==> src/rtl/key_beep_sched_if.sv <==
`default_nettype none
// ============================================================================
// key_beep_sched_if : key input / buzzer output bundle of key_beep_sched
// Rev 1.0
// ============================================================================
interface key_beep_sched_if;
  logic key_filtered;
  logic beep;
  logic busy;
  logic short_evt;
  logic long_evt;

  // master: key source / buzzer consumer; slave: the sequencer itself
  modport master (output key_filtered, input beep, busy, short_evt, long_evt);
  modport slave  (input key_filtered, output beep, busy, short_evt, long_evt);
endinterface
`default_nettype wire

==> src/rtl/key_beep_sched.sv <==
`default_nettype none
// ============================================================================
// key_beep_sched : classifies key presses and plays one (short) or two (long)
// beeps. Define LONG_PRESS_EN to enable hold timing and long-press patterns.
// Rev 1.0
// ============================================================================
module key_beep_sched #(
  parameter int TONE_HALF  = 25000,
  parameter int BEEP_LEN   = 5000000,
  parameter int GAP_LEN    = 5000000,
  parameter int LONG_PRESS = 50000000
) (
  input logic             sys_clk,
  input logic             sys_rst,
  key_beep_sched_if.slave kb
);
  localparam logic [1:0] S_IDLE    = 2'd0;
  localparam logic [1:0] S_PRESSED = 2'd1;
  localparam logic [1:0] S_BEEP    = 2'd2;
  localparam logic [1:0] S_GAP     = 2'd3;

  localparam logic [25:0] C_TONE_LAST = 26'(TONE_HALF - 1);
  localparam logic [25:0] C_BEEP_LAST = 26'(BEEP_LEN - 1);
  localparam logic [25:0] C_GAP_LAST  = 26'(GAP_LEN - 1);

  logic [1:0]  state_q, state_d;
  logic        key_q;
  logic [25:0] tone_cnt_q, tone_cnt_d;
  logic        tone_q, tone_d;
  logic [25:0] dur_q, dur_d;
  logic [1:0]  beeps_left_q, beeps_left_d;
  logic        beep_q, beep_d;
  logic        busy_q, busy_d;
  logic        short_q, short_d;

  logic w_press_edge;
  logic w_release;
  logic w_beep_end;
  logic w_gap_end;
  logic w_is_long;

  assign w_press_edge = key_q & ~kb.key_filtered;
  assign w_release    = (state_q == S_PRESSED) & kb.key_filtered;
  assign w_beep_end   = (state_q == S_BEEP) & (dur_q == C_BEEP_LAST);
  assign w_gap_end    = (state_q == S_GAP) & (dur_q == C_GAP_LAST);

`ifdef LONG_PRESS_EN
  localparam logic [25:0] C_LONG_PRESS = 26'(LONG_PRESS);

  logic [25:0] hold_q, hold_d;
  logic        long_q, long_d;

  // Hold time saturates so an arbitrarily long press never wraps to "short"
  always_comb begin
    hold_d = hold_q;
    if ((state_q == S_IDLE) && w_press_edge) begin
      hold_d = '0;
    end else if ((state_q == S_PRESSED) && !kb.key_filtered && (hold_q < C_LONG_PRESS)) begin
      hold_d = hold_q + 26'd1;
    end
  end

  assign w_is_long = (hold_q >= C_LONG_PRESS);
  assign long_d    = w_release & w_is_long;
  assign kb.long_evt = long_q;

  always_ff @(posedge sys_clk or negedge sys_rst) begin
    if (!sys_rst) begin
      hold_q <= '0;
      long_q <= 1'b0;
    end else begin
      hold_q <= hold_d;
      long_q <= long_d;
    end
  end
`else
  // LONG_PRESS stays in the parameter list for a uniform interface; it folds away here
  assign w_is_long   = 1'b0 & (LONG_PRESS != 0);
  assign kb.long_evt = 1'b0;
`endif

  // State register
  always_ff @(posedge sys_clk or negedge sys_rst) begin
    if (!sys_rst) begin
      state_q <= S_IDLE;
    end else begin
      state_q <= state_d;
    end
  end

  // Next-state logic
  always_comb begin
    state_d = state_q;
    case (state_q)
      S_IDLE:    if (w_press_edge) state_d = S_PRESSED;
      S_PRESSED: if (kb.key_filtered) state_d = S_BEEP;
      S_BEEP:    if (w_beep_end) state_d = (beeps_left_q == 2'd1) ? S_IDLE : S_GAP;
      S_GAP:     if (w_gap_end) state_d = S_BEEP;
      default:   state_d = S_IDLE;
    endcase
  end

  // Datapath and registered-output next values
  always_comb begin
    beeps_left_d = beeps_left_q;
    if (w_release) begin
      beeps_left_d = w_is_long ? 2'd2 : 2'd1;
    end else if (w_beep_end) begin
      beeps_left_d = beeps_left_q - 2'd1;
    end

    dur_d = '0;
    if (((state_q == S_BEEP) && !w_beep_end) || ((state_q == S_GAP) && !w_gap_end)) begin
      dur_d = dur_q + 26'd1;
    end

    tone_d     = 1'b0;
    tone_cnt_d = '0;
    if (state_d == S_BEEP) begin
      if (state_q != S_BEEP) begin
        tone_d = 1'b1;
      end else if (tone_cnt_q == C_TONE_LAST) begin
        tone_d = ~tone_q;
      end else begin
        tone_d     = tone_q;
        tone_cnt_d = tone_cnt_q + 26'd1;
      end
    end

    beep_d  = tone_d;
    busy_d  = (state_d == S_BEEP) || (state_d == S_GAP);
    short_d = w_release & ~w_is_long;
  end

  always_ff @(posedge sys_clk or negedge sys_rst) begin
    if (!sys_rst) begin
      key_q        <= 1'b1;
      tone_cnt_q   <= '0;
      tone_q       <= 1'b0;
      dur_q        <= '0;
      beeps_left_q <= 2'd0;
      beep_q       <= 1'b0;
      busy_q       <= 1'b0;
      short_q      <= 1'b0;
    end else begin
      key_q        <= kb.key_filtered;
      tone_cnt_q   <= tone_cnt_d;
      tone_q       <= tone_d;
      dur_q        <= dur_d;
      beeps_left_q <= beeps_left_d;
      beep_q       <= beep_d;
      busy_q       <= busy_d;
      short_q      <= short_d;
    end
  end

  assign kb.beep      = beep_q;
  assign kb.busy      = busy_q;
  assign kb.short_evt = short_q;
endmodule
`default_nettype wire

==> src/flat_wrapper.sv <==
// flat-port wrapper written by rule: the top's interface ports become plain ports
module key_beep_sched_flat 
#(
  parameter int TONE_HALF  = 25000,
  parameter int BEEP_LEN   = 5000000,
  parameter int GAP_LEN    = 5000000,
  parameter int LONG_PRESS = 50000000
)
  (sys_clk, sys_rst, kb_key_filtered, kb_beep, kb_busy, kb_short_evt, kb_long_evt);
  key_beep_sched_if kb_i ();
  input logic sys_clk;
  input logic sys_rst;
  input wire logic [$bits(kb_i.key_filtered)-1:0] kb_key_filtered;
  output wire logic [$bits(kb_i.beep)-1:0] kb_beep;
  output wire logic [$bits(kb_i.busy)-1:0] kb_busy;
  output wire logic [$bits(kb_i.short_evt)-1:0] kb_short_evt;
  output wire logic [$bits(kb_i.long_evt)-1:0] kb_long_evt;
  assign kb_i.key_filtered = kb_key_filtered;
  assign kb_beep = kb_i.beep;
  assign kb_busy = kb_i.busy;
  assign kb_short_evt = kb_i.short_evt;
  assign kb_long_evt = kb_i.long_evt;
  key_beep_sched #(.TONE_HALF(TONE_HALF), .BEEP_LEN(BEEP_LEN), .GAP_LEN(GAP_LEN), .LONG_PRESS(LONG_PRESS)) u_core (.sys_clk(sys_clk), .sys_rst(sys_rst), .kb(kb_i));
endmodule
==> config.mk <==
export PLATFORM = sky130hd
export DESIGN_NAME = key_beep_sched_flat
export DESIGN_NICKNAME = d
export VERILOG_FILES = /design/src/rtl/key_beep_sched_if.sv /design/src/rtl/key_beep_sched.sv /design/src/flat_wrapper.sv
export SDC_FILE = /design/constraint.sdc
export NUM_CORES = 1
export LEC_CHECK = 0
export BUFFER_PORTS_ARGS = -buffer_cell sky130_fd_sc_hd__buf_2
export CORE_MARGIN = 5
export CORE_UTILIZATION = 30
export DETAILED_ROUTE_END_ITERATION = 6
export MAX_ROUTING_LAYER = met4
export PLACE_DENSITY = 0.56
export SLEW_MARGIN = 0
export SYNTH_ARGS = -nofsm -noshare
export SYNTH_HDL_FRONTEND = slang
export SYNTH_SLANG_ARGS = --single-unit
==> constraint.sdc <==
create_clock -name sys_clk -period 2.5 [get_ports sys_clk]
set_input_delay 0.5 -clock sys_clk [delete_from_list [all_inputs] [get_ports sys_clk]]
set_output_delay 0.5 -clock sys_clk [all_outputs]
set_load 0.1 [all_outputs]
==> flow_summary.yaml, run 1 <==
global_route:
  antenna_found_initial: 0
  grt_pass1_vias: 2069
  globalRouteTotalUtil: 0.1041
  grt_max_degree: 32
  grt_first_pass_wirelength_mm: 9.639
  grt_residual_overflow: 0
setup_path:
  critical_path_peak_fanout: 14
  timing.critical_path.arrival_ps: 2240
  r2r_start: "u_core.tone_cnt_q[22]$_DFF_PN0_"
  critPathCapture: "u_core.tone_cnt_q[13]$_DFF_PN0_"
  ws_path_type: "register to register"
  cp-start-kind: "register"
  reg2regPathDepth: 6
  regToRegSetupSlack_ps: 470
  crit_required_ps: 2710
  worst_r2r_endpoint: "u_core.tone_cnt_q[13]$_DFF_PN0_"
  critPathCaptureType: "register"
  critical_path.startpoint: "u_core.tone_cnt_q[22]$_DFF_PN0_"
clocking:
  cts.sink_count: 60
  cts_inserted_buffers: 9
  cts_hold_buffers: 0
  post_cts_buffers: 0
  clk_latency_ps: 340
  cts_tree: "done"
  postCtsResizedCells: 0
  ctsHtreeMaxLevel: 3
  maximum_buffer_depth_of_the_clock_tree: 2
  root_buffer: "sky130_fd_sc_hd__clkbuf_8"
  cts.reportedPaths.clkPinSlew_ps: 60
sta:
  clock-skew-final_ps: 10.82
  layout_min_cycle_time_ps: 2027
  setup_tns_ps: 0
  finalMaxSlewViolations: 0
  max_slew_margin: 0.5284
  achievable-frequency_ghz: 0.4933
  timing_worst_slew_pin_value_ps: 702.0
  setup_viol: 0
  report.final.hold_viol_count: 0
  timing.final.crit_share: 0.8109
  setup_repair_after_global_routing_missed_its_margin: "false"
power_and_ir_drop:
  power.density_nw_per_um2: 729.2
  vdd_ir_drop_max_mv: 0.4148
  overall_power_mw: 2.440
  reported_leakage_power_nw: 1.498
place:
  dpl.cell_count: 432
  buffer_ports.inserted: 5
  place.gp.congestion: 0.8164
  hpwl_mm: 3.630
  post_dp_cell_area_um2: 3156
floorplanning:
  die_area_um2: 11990
  die_width_um: 109.5
  initial_core_util: 0.3053
  fp-row-count: 36
  vertical_extent_of_the_die_um: 109.5
  core-area_um2: 9729
  boundaryPins: 7
yosys:
  syn_inst: 295
  yosys_warnings: 0
  post-synth-top-area-fraction: 0.4971
  most_area_consuming_cells_after_synthesis: "sky130_fd_sc_hd__dfrtp_1 (50%), sky130_fd_sc_hd__xor2_1 (11%), sky130_fd_sc_hd__nor2_1 (8.0%)"
  synth_nets: 301
  syn-mean-instance-area_um2: 10.07
  netlist_area_um2: 2970
  synth-seq-area-share: 0.5059
  synth-seq-cells: 60
  synthDominantAreaCellType: "sky130_fd_sc_hd__dfrtp_1"
  yosys.cell_types.count: 39
finish:
  mostFrequentLayoutCell: "sky130_fd_sc_hd__nor2_1"
  antenna_cells_inserted: 0
  drive_gt1_frac: 0.1242
  mostFrequentLayoutCells: "sky130_fd_sc_hd__nor2_1 (63), sky130_fd_sc_hd__dfrtp_1 (59), sky130_fd_sc_hd__xor2_1 (37)"
  final_net_count: 316
  final_area_um2: 3346
  syn2layout_area_growth_pct: 12.64
  final_instance_count_without_filler_cells: 447
routing:
  postRouteWirelength_mm: 5.377
  route.detailed.vias_per_inst: 4.602
  dr.first_iter.drc_count: 94
  final_routed_wire_length_divided_by_cell_count_um: 12.03
  dr.pass1.iters: 4
  routed_via_count: 2057
  drt.antenna.violating_nets: 0
  drc: 0
worst_hold_path:
  hold_crit_class: "input port to async pin"
flow_run:
  drv.max_cap_violation_count: 0
status:
  run_status: "finished, final reports clean"
-- power by group --
part / switching [mW] / internal [mW]
clock network: 0.371 / 0.476
logic: 0.250 / 0.157
registers: 0.111 / 1.07
total: 0.732 / 1.71
-- sequential cells by signal, summed over array words and instances (netlist names) --
name,cells
u_core.beeps_left_q,2
u_core.kb.busy,1
u_core.state_q,2
u_core.tone_q,1
u_core.key_q,1
u_core.dur_q,26
u_core.kb.short_evt,1
u_core.tone_cnt_q,26
-- how the worst min path moves through the flow --
| stage | start | endpoint | slack, ps | depth (start not counted) |
|---|---|---|---|---|
| 2_1_floorplan | sys_rst | u_core.beeps_left_q[0]$_DFFE_PN0P_ | 200 | 0 |
| 3_3_place_gp | u_core.tone_cnt_q[0]$_DFF_PN0_ | u_core.tone_cnt_q[0]$_DFF_PN0_ | 450 | 1 |
| 3_5_place_dp | u_core.tone_cnt_q[0]$_DFF_PN0_ | u_core.tone_cnt_q[0]$_DFF_PN0_ | 450 | 1 |
| 4_1_cts | sys_rst | u_core.tone_cnt_q[7]$_DFF_PN0_ | 230 | 1 |
| 5_1_grt | sys_rst | u_core.tone_cnt_q[7]$_DFF_PN0_ | 260 | 1 |
| 6_report | sys_rst | u_core.tone_cnt_q[6]$_DFF_PN0_ | 210 | 1 |
-- layer usage --
layer  share of wire  track usage
met5               0            -
met4          0.0093      0.03473
met3           0.026      0.03464
met2            0.46       0.1556
met1            0.51       0.1328
-- synth_stat cells --
| library cell | instances |
|---|---|
| sky130_fd_sc_hd__nand3b_1 | 1 |
| sky130_fd_sc_hd__or3_1 | 1 |
| sky130_fd_sc_hd__nor4b_2 | 3 |
| sky130_fd_sc_hd__nor2_1 | 63 |
| sky130_fd_sc_hd__or4_4 | 1 |
| sky130_fd_sc_hd__nand4_2 | 1 |
| sky130_fd_sc_hd__and2_1 | 1 |
| sky130_fd_sc_hd__nor4_2 | 1 |
| sky130_fd_sc_hd__a21oi_1 | 1 |
| sky130_fd_sc_hd__a31oi_1 | 2 |
| sky130_fd_sc_hd__clkbuf_1 | 1 |
| sky130_fd_sc_hd__or4_1 | 2 |
| sky130_fd_sc_hd__buf_2 | 2 |
| sky130_fd_sc_hd__nor4_1 | 5 |
| sky130_fd_sc_hd__nand3_2 | 1 |
| sky130_fd_sc_hd__nand2_1 | 23 |
| sky130_fd_sc_hd__and4_1 | 4 |
| sky130_fd_sc_hd__and3_1 | 3 |
| sky130_fd_sc_hd__conb_1 | 1 |
| sky130_fd_sc_hd__o21ai_1 | 1 |
| sky130_fd_sc_hd__buf_4 | 2 |
| sky130_fd_sc_hd__o21ai_0 | 2 |
| sky130_fd_sc_hd__nand3_1 | 20 |
| sky130_fd_sc_hd__dfrtp_1 | 59 |
| sky130_fd_sc_hd__nand4_1 | 16 |
| sky130_fd_sc_hd__nor4_4 | 2 |
| sky130_fd_sc_hd__inv_1 | 9 |
| sky130_fd_sc_hd__nor3_1 | 4 |
| sky130_fd_sc_hd__xor2_1 | 37 |
| sky130_fd_sc_hd__nor3_2 | 2 |
| sky130_fd_sc_hd__o31ai_4 | 1 |
| sky130_fd_sc_hd__xnor2_1 | 13 |
| sky130_fd_sc_hd__mux2i_1 | 1 |
| sky130_fd_sc_hd__buf_6 | 2 |
| sky130_fd_sc_hd__ha_1 | 3 |
| sky130_fd_sc_hd__dfstp_2 | 1 |
| sky130_fd_sc_hd__nor2b_1 | 1 |
| sky130_fd_sc_hd__a21o_1 | 1 |
| sky130_fd_sc_hd__o32ai_1 | 1 |
-- critical path, stage by stage, from the launching register on --
cell                      delay [ps]
sky130_fd_sc_hd__dfrtp_1         410
sky130_fd_sc_hd__or4_1           560
sky130_fd_sc_hd__nor3_1          240
sky130_fd_sc_hd__and4_1          290
sky130_fd_sc_hd__or3_1           140
sky130_fd_sc_hd__buf_4           200
sky130_fd_sc_hd__nor2_1           70
-- stage by stage --
stage / utilization / hold WS [ps] / setup WS [ps]
floorplan: - / 204.4 / 699.0
global placement: 0.3243 / 445.7 / 515.1
detailed placement: 0.3243 / 448.1 / 473.8
CTS: 0.3439 / 231.4 / 457.9
global route: 0.3439 / 261.7 / 382.5
finish: 0.3439 / 207.8 / 472.7
-- final cells by class --
cell class	count	area, µm²
Multi-Input combinational cell	219	1383
Clock buffer	10	137.6
Fill cell	1029	6384
Clock inverter	5	52.55
Timing Repair Buffer	11	70.07
Tap cell	133	166.4
Inverter	9	33.78
Sequential cell	60	1503
-- cell families (layout without fill, tap and decap cells) --
family | Yosys count | count (layout) | synth area share
flip-flops | 60 | 60 | 0.5059
AO/OA/AOI/OAI | 9 | 9 | 0.02359
adder cells (fa/ha/maj) | 3 | 3 | 0.01264
AND/OR/NAND/NOR | 155 | 155 | 0.2772
buffers and inverters | 16 | 35 | 0.02864
multiplexers | 1 | 1 | 0.003370
XOR/XNOR | 50 | 50 | 0.1474
other | 1 | 1 | 0.001262
Note: power is estimated with default switching activity, not from simulation.
==> run 2, diff against run 1 <==
==> constraint.sdc (replaced) <==
create_clock -name sys_clk -period 1.9 [get_ports sys_clk]
set_input_delay 0.38 -clock sys_clk [delete_from_list [all_inputs] [get_ports sys_clk]]
set_output_delay 0.38 -clock sys_clk [all_outputs]
set_load 0.1 [all_outputs]
==> run 2 against run 1 <==
Design area increased by 6.3%. Sequential power is 29% higher. Clock power grew 13%. Clock skew grew 3.2 ps. Critical path depth unchanged. Critical endpoint is now u_core.tone_cnt_q[2]$_DFF_PN0_. Largest cell class unchanged. Largest power group unchanged.
==> flow_summary.yaml, run 2 (synthesis gave the netlist of run 1 again) <==
routing:
  routed_via_count: 2164
  drc: 0
  route.detailed.vias_per_inst: 4.594
  dr.pass1.iters: 4
  dr.first_iter.drc_count: 104
  drt.antenna.violating_nets: 0
  met2RoutedLength_mm: 2.603
  final_routed_wire_length_divided_by_cell_count_um: 12.19
  met3WireLength_um: 151
  detail_route.wirelength.met1_mm: 2.909
  postRouteWirelength_mm: 5.740
  highest-signal-layer: "met4"
place:
  post_dp_cell_area_um2: 3353
  place.gp.congestion: 0.8312
  buffer_ports.inserted: 5
  hpwl_mm: 3.895
setup_path:
  regToRegSetupSlack_ps: 80
  reg2regPathDepth: 6
  crit_required_ps: 2130
  timing.critical_path.slowest_stage_cell: "sky130_fd_sc_hd__or4_4"
  critPathCaptureType: "register"
  critical_path_peak_fanout: 13
  critical_path.startpoint: "u_core.tone_cnt_q[22]$_DFF_PN0_"
  timing.critical_path.arrival_ps: 2050
  critical-path-max-stage-delay_ps: 540
  cp-start-kind: "register"
  ws_path_type: "register to register"
  r2r_start: "u_core.tone_cnt_q[22]$_DFF_PN0_"
  crit_path_cell_trace: "or4_4 > nor3_2 > and4_1 > or3_4 > clkbuf_16 > nor2_1"
  path_delay_family: "simple AND/OR/NAND/NOR gates"
  worst_r2r_endpoint: "u_core.tone_cnt_q[2]$_DFF_PN0_"
  cp.buffers_inverters: 1
floorplanning:
  initial_core_util: 0.3053
  boundaryPins: 7
  die_area_um2: 11990
  die_width_um: 109.5
  vertical_extent_of_the_die_um: 109.5
  fp-row-count: 36
  core-area_um2: 9729
finish:
  reg.largest.list: "u_core.dur_q: 26 flops, u_core.tone_cnt_q: 26 flops"
  fin_util: 0.3655
  mostFrequentLayoutCells: "sky130_fd_sc_hd__nor2_1 (63), sky130_fd_sc_hd__dfrtp_1 (59), sky130_fd_sc_hd__xor2_1 (37)"
  final_area_um2: 3556
  filler_cell_count: 1020
  antenna_cells_inserted: 0
  final_net_count: 340
  drive_gt1_frac: 0.1923
  syn2layout_area_growth_pct: 19.71
  mostFrequentLayoutCell: "sky130_fd_sc_hd__nor2_1"
global_route:
  grt_pass1_vias: 2232
  globalRouteTotalUtil: 0.1121
  grt_max_degree: 61
  grt_first_pass_wirelength_mm: 10.41
  antenna_found_initial: 0
  grt_residual_overflow: 0
clocking:
  ctsHtreeMaxLevel: 3
  cts_inserted_buffers: 9
  cts.sink_count: 60
  maximum_buffer_depth_of_the_clock_tree: 2
  post_cts_buffers: 0
  cts_tree: "done"
  clk_latency_ps: 340
  root_buffer: "sky130_fd_sc_hd__clkbuf_8"
  cts.reportedPaths.clkPinSlew_ps: 60
sta:
  finalMaxSlewViolations: 0
  setup_repair_after_global_routing_missed_its_margin: "true"
  setup_viol: 0
  timing.final.crit_share: 0.9580
  layout_min_cycle_time_ps: 1820
  report.final.hold_viol_count: 0
  achievable-frequency_ghz: 0.5494
  clock-skew-final_ps: 14.00
power_and_ir_drop:
  vdd_ir_drop_max_mv: 0.5763
  reported_leakage_power_nw: 1.627
  power.density_nw_per_um2: 892.3
status:
  run_status: "finished, final reports clean"
flow_run:
  drv.max_cap_violation_count: 0
worst_hold_path:
  hold_crit_class: "input port to async pin"
==> run 2: cell type report <==
type	count	area [µm²]	area share
clock inverters	5	30.03	0.008445
flip-flops and latches	60	1503	0.4226
inverters	9	33.78	0.009500
repair buffers	35	292.8	0.08234
clock buffers	10	127.6	0.03589
well taps	133	166.4	0.04680
multi-input cells	219	1403	0.3944
==> run 2: worst max-delay path by stage <==
stage / depth (start not counted) / endpoint
after floorplan: 7 / u_core.tone_cnt_q[10]$_DFF_PN0_
after global placement: 6 / u_core.tone_cnt_q[8]$_DFF_PN0_
after detailed placement: 6 / u_core.tone_cnt_q[2]$_DFF_PN0_
after CTS: 6 / u_core.tone_cnt_q[17]$_DFF_PN0_
after global routing: 6 / u_core.tone_q$_DFFE_PN0P_
final: 6 / u_core.tone_cnt_q[2]$_DFF_PN0_
==> run 2: stage by stage <==
stage          cells  hold slack, ps  power, mW  TNS, ps  setup WS [ps]
6_report         471           32.41      3.173        0          79.84
2_1_floorplan    295           84.41      2.012        0          98.96
3_5_place_dp     455           417.7      2.175        0          35.18
4_1_cts          470           40.49      3.156        0          22.22
3_3_place_gp     455           416.6      2.163        0          7.164
5_1_grt          471           55.44      3.405   -15.48         -12.48
==> run 2: timing repair <==
item / CTS / global route
endpoints found under the setup margin: 0 / 29
resized for setup: 0 / 4
hold buffers: 0 / 0
==> run 2: power by group <==
group / internal, mW / switching, mW
registers: 1.41 / 0.130
clock network: 0.458 / 0.498
logic: 0.299 / 0.375
==> run 2: per-layer routing <==
layer | GRT usage | vias to the layer above
met1 | 0.1449 | 1062
met5 | - | -
met3 | 0.04052 | 7
met2 | 0.1678 | 17
met4 | 0.02760 | 0
li1 | - | 1078
==> run 2: worst register-to-register path: cells and delay by family, from the launching register on <==
family	cells	cell delay, ps
and+or+nand+nor	5	1160
DFF	1	390
buffers and inverters	1	160
